File: config.mk
export PLATFORM = sky130hd
export DESIGN_NAME = bka26_operand_stage
export DESIGN_NICKNAME = d
export VERILOG_FILES = /design/src/rtl/bka26_operand_stage.sv
export SDC_FILE = /design/constraint.sdc
export NUM_CORES = 1
export LEC_CHECK = 0
export ABC_AREA = 0
export BUFFER_PORTS_ARGS = -buffer_cell sky130_fd_sc_hd__buf_4
export CORE_MARGIN = 2
export CORE_UTILIZATION = 40
export DETAILED_ROUTE_END_ITERATION = 10
export GPL_TIMING_DRIVEN = 0
export PLACE_DENSITY = 0.64
export RECOVER_POWER = 100
export SYNTH_ARGS = -nofsm -noshare
export SYNTH_HDL_FRONTEND = slang
export SYNTH_SLANG_ARGS = --single-unit
File: constraint.sdc
create_clock -name clk -period 2.6 [get_ports clk]
set_clock_uncertainty 0.2 [all_clocks]
set_input_delay 0.52 -clock clk [delete_from_list [all_inputs] [get_ports clk]]
set_output_delay 0.52 -clock clk [all_outputs]
set_load 0.01 [all_outputs]
File: src/rtl/bka26_operand_stage.sv
// Registered operand stage feeding an external 26-bit Brent-Kung adder, with a
// 2-entry result FIFO that captures the adder sum one cycle after issue.
module bka26_operand_stage #(
  parameter int W     = 26,
  parameter int TAG_W = 4,
  parameter int CNT_W = 16
) (
  input  logic             clk,
  input  logic             rst,
  input  logic             in_valid,
  output logic             in_ready,
  input  logic [W-1:0]     in_x,
  input  logic [W-1:0]     in_y,
  input  logic [TAG_W-1:0] in_tag,
  output logic [W-1:0]     add_x,
  output logic [W-1:0]     add_y,
  input  logic [W:0]       add_s,
  output logic             out_valid,
  input  logic             out_ready,
  output logic [W:0]       out_sum,
  output logic [TAG_W-1:0] out_tag,
  output logic             out_carry,
  output logic [CNT_W-1:0] result_cnt,
  output logic             busy
);

  logic             s1_valid_q, s1_valid_d;
  logic [W-1:0]     add_x_q, add_y_q;
  logic [TAG_W-1:0] s1_tag_q;
  logic [1:0]       count_q, count_d;
  logic             wr_ptr_q, wr_ptr_d;
  logic             rd_ptr_q, rd_ptr_d;
  logic [CNT_W-1:0] result_cnt_q, result_cnt_d;
  logic [W:0]       fifo_sum_q [2];
  logic [TAG_W-1:0] fifo_tag_q [2];

  logic fifo_has_room;
  logic accept;
  logic s1_adv;
  logic pop;

  // Handshake decisions use only registered state, so out_ready never reaches in_ready.
  always_comb begin
    fifo_has_room = (count_q != 2'd2);
    in_ready      = !s1_valid_q || fifo_has_room;
    accept        = in_valid && in_ready;
    s1_adv        = s1_valid_q && fifo_has_room;
    out_valid     = (count_q != 2'd0);
    pop           = out_valid && out_ready;
  end

  always_comb begin
    s1_valid_d   = s1_valid_q;
    count_d      = count_q;
    wr_ptr_d     = wr_ptr_q ^ s1_adv;
    rd_ptr_d     = rd_ptr_q ^ pop;
    result_cnt_d = result_cnt_q + {{(CNT_W-1){1'b0}}, pop};
    if (accept) begin
      s1_valid_d = 1'b1;
    end else if (s1_adv) begin
      s1_valid_d = 1'b0;
    end
    // A push and a pop in the same cycle leave the occupancy unchanged.
    case ({s1_adv, pop})
      2'b10:   count_d = count_q + 2'd1;
      2'b01:   count_d = count_q - 2'd1;
      default: count_d = count_q;
    endcase
  end

  // Stage 1: operand registers driving the adder inputs
  always_ff @(posedge clk) begin
    if (rst) begin
      s1_valid_q <= 1'b0;
      add_x_q    <= '0;
      add_y_q    <= '0;
      s1_tag_q   <= '0;
    end else begin
      s1_valid_q <= s1_valid_d;
      if (accept) begin
        add_x_q  <= in_x;
        add_y_q  <= in_y;
        s1_tag_q <= in_tag;
      end
    end
  end

  // Stage 2: result FIFO capturing the adder sum
  always_ff @(posedge clk) begin
    if (rst) begin
      fifo_sum_q[0] <= '0;
      fifo_sum_q[1] <= '0;
      fifo_tag_q[0] <= '0;
      fifo_tag_q[1] <= '0;
    end else if (s1_adv) begin
      fifo_sum_q[wr_ptr_q] <= add_s;
      fifo_tag_q[wr_ptr_q] <= s1_tag_q;
    end
  end

  always_ff @(posedge clk) begin
    if (rst) begin
      count_q      <= 2'd0;
      wr_ptr_q     <= 1'b0;
      rd_ptr_q     <= 1'b0;
      result_cnt_q <= '0;
    end else begin
      count_q      <= count_d;
      wr_ptr_q     <= wr_ptr_d;
      rd_ptr_q     <= rd_ptr_d;
      result_cnt_q <= result_cnt_d;
    end
  end

  always_comb begin
    add_x      = add_x_q;
    add_y      = add_y_q;
    out_sum    = fifo_sum_q[rd_ptr_q];
    out_tag    = fifo_tag_q[rd_ptr_q];
    out_carry  = out_sum[W];
    result_cnt = result_cnt_q;
    busy       = s1_valid_q || (count_q != 2'd0);
  end

endmodule

==> results of run 1 <==
power by group through the flow:
stage	clock, W	combinational, W	sequential [W]
floorplan	0	0.000621	0.00259
global route	0.00228	0.00118	0.00255
detailed placement	0	0.00122	0.00258
CTS	0.00219	0.00123	0.00254
finish	0.00214	0.00108	0.00254
global placement	0	0.00120	0.00257
final timing paths:
path / slack (ps) / depth (start not counted) / endpoint / startpoint
setup / recovery: 90 / 4 / out_tag[2] / rd_ptr_q
hold reg to reg: 280 / 2 / add_x[22] / add_x[22]
setup reg to reg: 220 / 6 / result_cnt[14] / count_q[0]
hold / removal: 170 / 3 / add_y[14] / in_y[14]
cell families (layout without fill, tap and decap cells):
kind of cell    Yosys count  after routing  share of synthesized area
mux                      35             35                     0.0678
simple gates            166            166                      0.173
buf+inv                  52            273                     0.0396
xor+xnor                  6              6                    0.00905
compound gates          132            132                      0.116
fa+ha+maj                 4              4                    0.00861
flops                   139            139                      0.586
critical path, stage by stage (launching register included):
cell	delay (ps)
dfxtp_1	300
clkbuf_1	210
buf_2	330
mux2_2	380
clkbuf_4	150
sequential cells by signal, indices dropped and copies added, names as in the netlist:
name and flops:
fifo_tag_q 8, add_y 26, s1_tag_q 4, add_x 26, s1_valid_q 1, rd_ptr_q 1
fifo_sum_q 54, result_cnt 16, count_q 2, wr_ptr_q 1
synth_stat cells (2+ instances only):
cell and n:
a21oi_1 65, and2_1 62, buf_1 3, buf_2 16
buf_4 4, clkbuf_1 21, dfxtp_1 77, edfxtp_1 62
ha_1 4, inv_1 6, inv_2 2, mux2_1 8
mux2_2 27, nand2_1 2, nand2b_1 2, nand3_1 61
nand4_4 2, nor2_1 10, nor2b_1 6, nor4_1 4
o21ai_0 21, o21ai_1 40, o31ai_1 4, or2_2 2
or3_1 6, or4_1 3, xnor2_1 3, xor2_1 3
metrics by stage:
stage / utilization / area (µm²)
global placement: 0.519 / 7460
CTS: 0.555 / 7980
finish: 0.531 / 7630
floorplan: - / 5810
detailed placement: 0.519 / 7460
global route: 0.531 / 7630
layer usage:
layer,global-route usage,share of wire
met5,0,0
met4,0.0707,0.017
met3,0.0851,0.086
met2,0.334,0.48
met1,0.226,0.42
layout make-up:
cell class / instances / area [µm²]
Clock buffer: 19 / 433
Sequential cell: 139 / 3400
Clock inverter: 13 / 83.8
Inverter: 8 / 30.0
Buffer: 44 / 191
Multi-Input combinational cell: 343 / 2170
Timing Repair Buffer: 189 / 1090
Fill cell: 1360 / 6740
Tap cell: 184 / 230
==> results.sh, run 1 <==
export IMPL_status="finished, final reports clean"
export IMPL_slew_headroom=0.445
export IMPL_routedWlPerCell_um=16.3
export IMPL_grtUsageTotal=0.199
export IMPL_internal_power_w=0.00423
export IMPL_place_ws_ps=-13.2
export IMPL_yosys_area_top_type="edfxtp_1"
export IMPL_leakage_nw=2.98
export IMPL_cp_start_kind="flop"
export IMPL_synth_warnings=0
export IMPL_ys_top_cells_by_area="edfxtp_1 (32%), dfxtp_1 (27%), and2_1 (6.7%)"
export IMPL_die_area_mm2=0.0155
export IMPL_first_global_vias=4884
export IMPL_crit_path_end_kind="output port"
export IMPL_final_period_utilization=0.965
export IMPL_synthCells=534
export IMPL_power_frac_seq=0.441
export IMPL_tns_ps=0
export IMPL_firstDrtPassIters=4
export IMPL_floorplan_initialDensity=0.404
export IMPL_clockRootBuffer="clkbuf_16"
export IMPL_vias=4796
export IMPL_core_mm2=0.0144
export IMPL_grt_max_degree=32
export IMPL_setup_violations_final=0
export IMPL_clk_latency_ps=410
export IMPL_via_per_inst=5.11
export IMPL_slew_viol_final=0
export IMPL_synth_flop_cell="dfxtp_1"
export IMPL_fmax_mhz=398
export IMPL_clock_sinks=139
export IMPL_syn_area_mm2=0.00581
export IMPL_cts_max_level=4
export IMPL_drv_cap=0
export IMPL_yosysTopAreaCellShare=0.320
export IMPL_post_cts_buffers=0
export IMPL_cts_hold_buf=0
export IMPL_timing_worst_setup_path_type="reg2out"
export IMPL_power_w=0.00575
export IMPL_grt_overflow=0
export IMPL_min_path_type="in2reg"
export IMPL_synth_cell_type_count=36
export IMPL_whs_ps=165
export IMPL_wirelength_um=15300
export IMPL_peakVddDrop_uv=366
export IMPL_cp_max_fo=10
export IMPL_post_place_cells=907
export IMPL_switching_power_w=0.00152
export IMPL_synthesis_area_per_instance_um2=10.9
export IMPL_swShare=0.264
export IMPL_cts_buffers=17
export IMPL_cp_data_required_time_ps=1880
export IMPL_io_buffer_count=189
export IMPL_mostFrequentLayoutCells="clkbuf_1 (113), buf_4 (96), dfxtp_1 (77), a21oi_1 (65), edfxtp_1 (62)"
export IMPL_cts_buffer_depth=2
export IMPL_grt_pass1_wl_um=24500
export IMPL_ios=190
export IMPL_hpwlAfterDp_um=11200
export IMPL_p_per_area_mw_per_mm2=753
export IMPL_layout_area_overhead_vs_synth_pct=31.4
export IMPL_post_route_min_period_ps=2510
export IMPL_synth_edf_count=62
export IMPL_share_comb_of_total_power=0.187
export IMPL_yosys_register_bits=139
export IMPL_cts_resized=0
export IMPL_cts_clk_slew_worst_paths_ps=60
export IMPL_rsz0062_at_grt="no"
export IMPL_ant_nets=0
export IMPL_drt_iter0_drc=295
export IMPL_drive_gt1_frac=0.240
export IMPL_rows=44
export IMPL_die_y_um=125
export IMPL_worst_pin_slew_ps=833
export IMPL_clkPwrFrac=0.372
export IMPL_diodes=0
export IMPL_layout_cells_non_filler=939
export IMPL_drc=0
export IMPL_cts_tree="built"
export IMPL_synth_async_sr_flop_share=0
export IMPL_place_congestion=0.797
export IMPL_nets=833
export IMPL_ys_seq_area_frac=0.586
export IMPL_arrival_ps=1790
export IMPL_die_w_um=125
export IMPL_antenna_found_initial=0
export IMPL_mostFrequentLayoutCell="clkbuf_1"
export IMPL_syn_nets=625
export IMPL_hold_viol_final=0
export IMPL_fin_ws_ps=90.2
Power figures use the tool's default switching activity.
==> inputs of run 2 (changes only) <==
==> constraint.sdc (replaced) <==
create_clock -name clk -period 2.54 [get_ports clk]
set_clock_uncertainty 0.2 [all_clocks]
set_input_delay 0.508 -clock clk [delete_from_list [all_inputs] [get_ports clk]]
set_output_delay 0.508 -clock clk [all_outputs]
set_load 0.01 [all_outputs]
==> results.sh, run 2 (synthesis results as in run 1) <==
export IMPL_leakage_nw=3.02
export IMPL_slew_headroom=0.450
export IMPL_worst_pin_slew_ps=817
export IMPL_first_global_vias=4884
export IMPL_cts_clk_slew_worst_paths_ps=60
export IMPL_via_per_inst=5.11
export IMPL_switching_power_w=0.00156
export IMPL_cts_resized=0
export IMPL_mostFrequentLayoutCells="buf_4 (119), clkbuf_1 (102), dfxtp_1 (77), a21oi_1 (65), edfxtp_1 (62)"
export IMPL_rows=44
export IMPL_cts_tree="built"
export IMPL_swShare=0.263
export IMPL_ios=190
export IMPL_die_w_um=125
export IMPL_largest_reg_flops=54
export IMPL_cts_max_level=4
export IMPL_peakVddDrop_uv=374
export IMPL_mostFrequentLayoutCell="buf_4"
export IMPL_wirelength_um=15300
export IMPL_multi_input_area_mm2=0.00217
export IMPL_die_area_mm2=0.0155
export IMPL_vias=4797
export IMPL_cts_hold_buf=0
export IMPL_slew_viol_final=0
export IMPL_die_y_um=125
export IMPL_internal_power_w=0.00439
export IMPL_tns_ps=0
export IMPL_drive_gt1_frac=0.258
export IMPL_grt_overflow=0
export IMPL_final_area_mm2=0.00770
export IMPL_share_comb_of_total_power=0.195
export IMPL_antenna_found_initial=0
export IMPL_clockRootBuffer="clkbuf_16"
export IMPL_cts_buffer_depth=2
export IMPL_clkPwrFrac=0.368
export IMPL_firstDrtPassIters=4
export IMPL_final_period_utilization=0.978
export IMPL_rsz0062_at_grt="yes"
export IMPL_floorplan_initialDensity=0.404
export IMPL_setup_violations_final=0
export IMPL_cp_data_required_time_ps=1830
export IMPL_grt_max_degree=32
export IMPL_place_area_mm2=0.00746
export IMPL_timing_worst_setup_path_type="reg2out"
export IMPL_post_place_cells=907
export IMPL_clk_latency_ps=410
export IMPL_grtUsageTotal=0.199
export IMPL_core_mm2=0.0144
export IMPL_hpwlAfterDp_um=11200
export IMPL_drt_iter0_drc=278
export IMPL_crit_path_end_kind="output port"
export IMPL_ant_nets=0
export IMPL_place_congestion=0.797
export IMPL_post_cts_buffers=0
export IMPL_nFillCells=1346
export IMPL_status="finished, final reports clean"
export IMPL_drv_cap=0
export IMPL_top_register="fifo_sum_q"
export IMPL_hold_viol_final=0
export IMPL_seq_area_mm2=0.00340
export IMPL_layout_area_overhead_vs_synth_pct=32.5
export IMPL_drc=0
export IMPL_layout_cells_non_filler=939
export IMPL_arrival_ps=1780
export IMPL_post_route_min_period_ps=2480
export IMPL_cts_buffers=17
export IMPL_nets=833
export IMPL_cp_start_kind="flop"
export IMPL_routedWlPerCell_um=16.3
export IMPL_cp_max_fo=10
export IMPL_fmax_mhz=402
export IMPL_power_frac_seq=0.436
export IMPL_io_buffer_count=189
export IMPL_diodes=0
export IMPL_min_path_type="in2reg"
export IMPL_clock_sinks=139
export IMPL_grt_pass1_wl_um=24500
export IMPL_p_per_area_mw_per_mm2=773
==> run 2: cell types whose count changed in the layout (fill, tap and decap cells not counted) <==
cell | before | now
buf_4 | 96 | 119
clkbuf_2 | 10 | 1
ha_1 | 4 | 3
mux2_1 | 10 | 8
clkbuf_1 | 113 | 102
buf_2 | 7 | 8
ha_2 | 0 | 1
clkbuf_4 | 7 | 3
mux2_2 | 25 | 27
==> run 2: per-stage QoR <==
step                      hold WS, ps  utilization  setup slack (ps)  power [W]
after floorplan                   258            -               276    0.00329
after global routing              138        0.536             -30.9    0.00622
after global placement            262        0.519              -509    0.00387
after detailed placement          275        0.519             -61.2    0.00389
final                             152        0.536              55.5    0.00595
after CTS                         136        0.555              26.8    0.00610
==> run 2: critical path, cell delays in order, from the launching register on <==
cell,delay [ps]
dfxtp_1,300
clkbuf_1,210
buf_2,330
mux2_2,390
buf_4,150
==> run 2: final cells by class <==
type	count	area share
Buffer	44	0.0249
Clock buffer	19	0.0562
Clock inverter	13	0.0109
Inverter	8	0.00390
Multi-Input combinational cell	343	0.282
Sequential cell	139	0.442
Tap cell	184	0.0299
Timing Repair Buffer	189	0.150
==> run 2: worst paths after layout <==
check | start | end | slack [ps] | cells past startpoint
max | rd_ptr_q | out_tag[2] | 60 | 4
min | in_y[14] | add_y[14] | 150 | 3
max reg2reg | count_q[0] | result_cnt[14] | 200 | 6
min reg2reg | add_x[22] | add_x[22] | 280 | 2
==> run 2: power by group through the flow <==
stage	Sequential, W	Clock (W)	Combinational (W)
CTS	0.00260	0.00224	0.00126
global placement	0.00263	0	0.00123
detailed placement	0.00264	0	0.00125
finish	0.00260	0.00219	0.00116
global route	0.00261	0.00234	0.00127
floorplan	0.00265	0	0.000635
==> run 2: routing by layer <==
metal	vias up	share of wire	routed length, µm	global-route usage
met2	171	0.48	7330	0.334
met3	20	0.088	1340	0.0851
met5	-	0	0	0
met4	0	0.017	261	0.0707
li1	2326	-	-	-
met1	2280	0.41	6330	0.226
==> inputs of run 3 (changes only) <==
--- a/config.mk
+++ b/config.mk
@@ -11,7 +11,7 @@
 export CORE_UTILIZATION = 40
 export DETAILED_ROUTE_END_ITERATION = 10
 export GPL_TIMING_DRIVEN = 0
-export PLACE_DENSITY = 0.64
+export PLACE_DENSITY_LB_ADDON = 0.05
 export RECOVER_POWER = 100
 export SYNTH_ARGS = -nofsm -noshare
 export SYNTH_HDL_FRONTEND = slang
==> results.sh, run 3 (synthesis results as in run 1) <==
export IMPL_status="finished, final reports clean"
export IMPL_hpwlAfterDp_um=10500
export IMPL_antenna_found_initial=0
export IMPL_die_y_um=125
export IMPL_floorplan_initialDensity=0.404
export IMPL_ios=190
export IMPL_firstDrtPassIters=4
export IMPL_rows=44
export IMPL_wirelength_um=14900
export IMPL_first_global_vias=4756
export IMPL_drive_gt1_frac=0.364
export IMPL_cp_max_fo=10
export IMPL_setup_violations_final=0
export IMPL_leakage_nw=3.38
export IMPL_hold_viol_final=0
export IMPL_fmax_mhz=405
export IMPL_rsz0062_at_grt="yes"
export IMPL_die_area_mm2=0.0155
export IMPL_cp_data_required_time_ps=1830
export IMPL_ant_nets=0
export IMPL_post_cts_buffers=0
export IMPL_cts_clk_slew_worst_paths_ps=60
export IMPL_min_path_type="in2reg"
export IMPL_clockRootBuffer="clkbuf_16"
export IMPL_grt_busiest_layer="met2"
export IMPL_slew_headroom=0.444
export IMPL_cts_buffers=17
export IMPL_clk_latency_ps=410
export IMPL_via_per_inst=4.99
export IMPL_slew_viol_final=0
export IMPL_die_w_um=125
export IMPL_grtUsageMet1=0.235
export IMPL_drc=0
export IMPL_top_register="fifo_sum_q"
export IMPL_clock_sinks=139
export IMPL_grt_pass1_wl_um=24100
export IMPL_vias=4685
export IMPL_diodes=0
export IMPL_layout_cells_non_filler=939
export IMPL_grtUsageTotal=0.195
export IMPL_mostFrequentLayoutCell="buf_4"
export IMPL_met2_usage=0.318
export IMPL_grt_overflow=0
export IMPL_grt_use_met3=0.0799
export IMPL_nets=833
export IMPL_peakVddDrop_uv=433
export IMPL_core_mm2=0.0144
export IMPL_routedWlPerCell_um=15.9
export IMPL_cts_tree="built"
export IMPL_cts_resized=0
export IMPL_place_congestion=0.796
export IMPL_cp_start_kind="flop"
export IMPL_cts_max_level=4
export IMPL_io_buffer_count=189
export IMPL_drv_cap=0
export IMPL_post_place_cells=907
export IMPL_arrival_ps=1760
export IMPL_crit_path_end_kind="output port"
export IMPL_layout_area_overhead_vs_synth_pct=38.1
export IMPL_final_period_utilization=0.971
export IMPL_post_route_min_period_ps=2470
export IMPL_drt_iter0_drc=213
export IMPL_cts_buffer_depth=2
export IMPL_cts_hold_buf=0
export IMPL_p_per_area_mw_per_mm2=769
export IMPL_mostFrequentLayoutCells="buf_4 (193), dfxtp_1 (77), a21oi_1 (65), and2_1 (62), edfxtp_1 (62)"
export IMPL_worst_pin_slew_ps=833
export IMPL_largest_reg_flops=54
export IMPL_grt_max_degree=32
export IMPL_timing_worst_setup_path_type="reg2out"
export IMPL_fin_util=0.559
==> run 3: critical path: stages (launching register included) <==
cell and delay, ps:
dfxtp_1 300, clkbuf_1 200, buf_2 320, mux2_2 380, buf_4 140
==> run 3: worst paths after layout <==
check	cells past startpoint	slack, ps	startpoint	to
setup reg to reg	6	140	count_q[0]	result_cnt[14]
hold / removal	3	150	in_x[14]	add_x[14]
setup / recovery	4	70	rd_ptr_q	out_sum[17]
hold reg to reg	2	280	add_x[3]	add_x[3]
==> run 3: per-layer routing <==
metal  vias up  share of wire
met5         -              0
met4         0          0.014
met3        17          0.082
met2       147           0.48
met1      2197           0.43
li1       2324              -
==> run 3: layout make-up <==
class / count / area [µm²]
fill: 1319 / 6340
sequential: 139 / 3400
multi-input combinational: 343 / 2180
timing repair buffer: 189 / 1420
clock buffer: 23 / 458
tap: 184 / 230
buffer: 44 / 203
clock inverter: 9 / 97.6
inverter: 8 / 30.0
==> run 3: metrics by stage <==
step           instance area, µm²  setup slack, ps  power (W)  hold slack [ps]  setup TNS [ps]
2_1_floorplan                5810              276    0.00329              258               0
3_3_place_gp                 7460             -540    0.00386              262          -16720
3_5_place_dp                 7460            -58.0    0.00388              270           -62.2
4_1_cts                      8020             37.2    0.00622              137               0
5_1_grt                      8030            -21.9    0.00645              140            -185
6_report                     8030             73.0    0.00617              151               0
==> run 3: report_power, final <==
part,leakage [nW],switching (W),internal [W]
logic,1.83,0.000597,0.000635
registers,1.28,0.0000795,0.00251
clock network,0.266,0.000885,0.00146
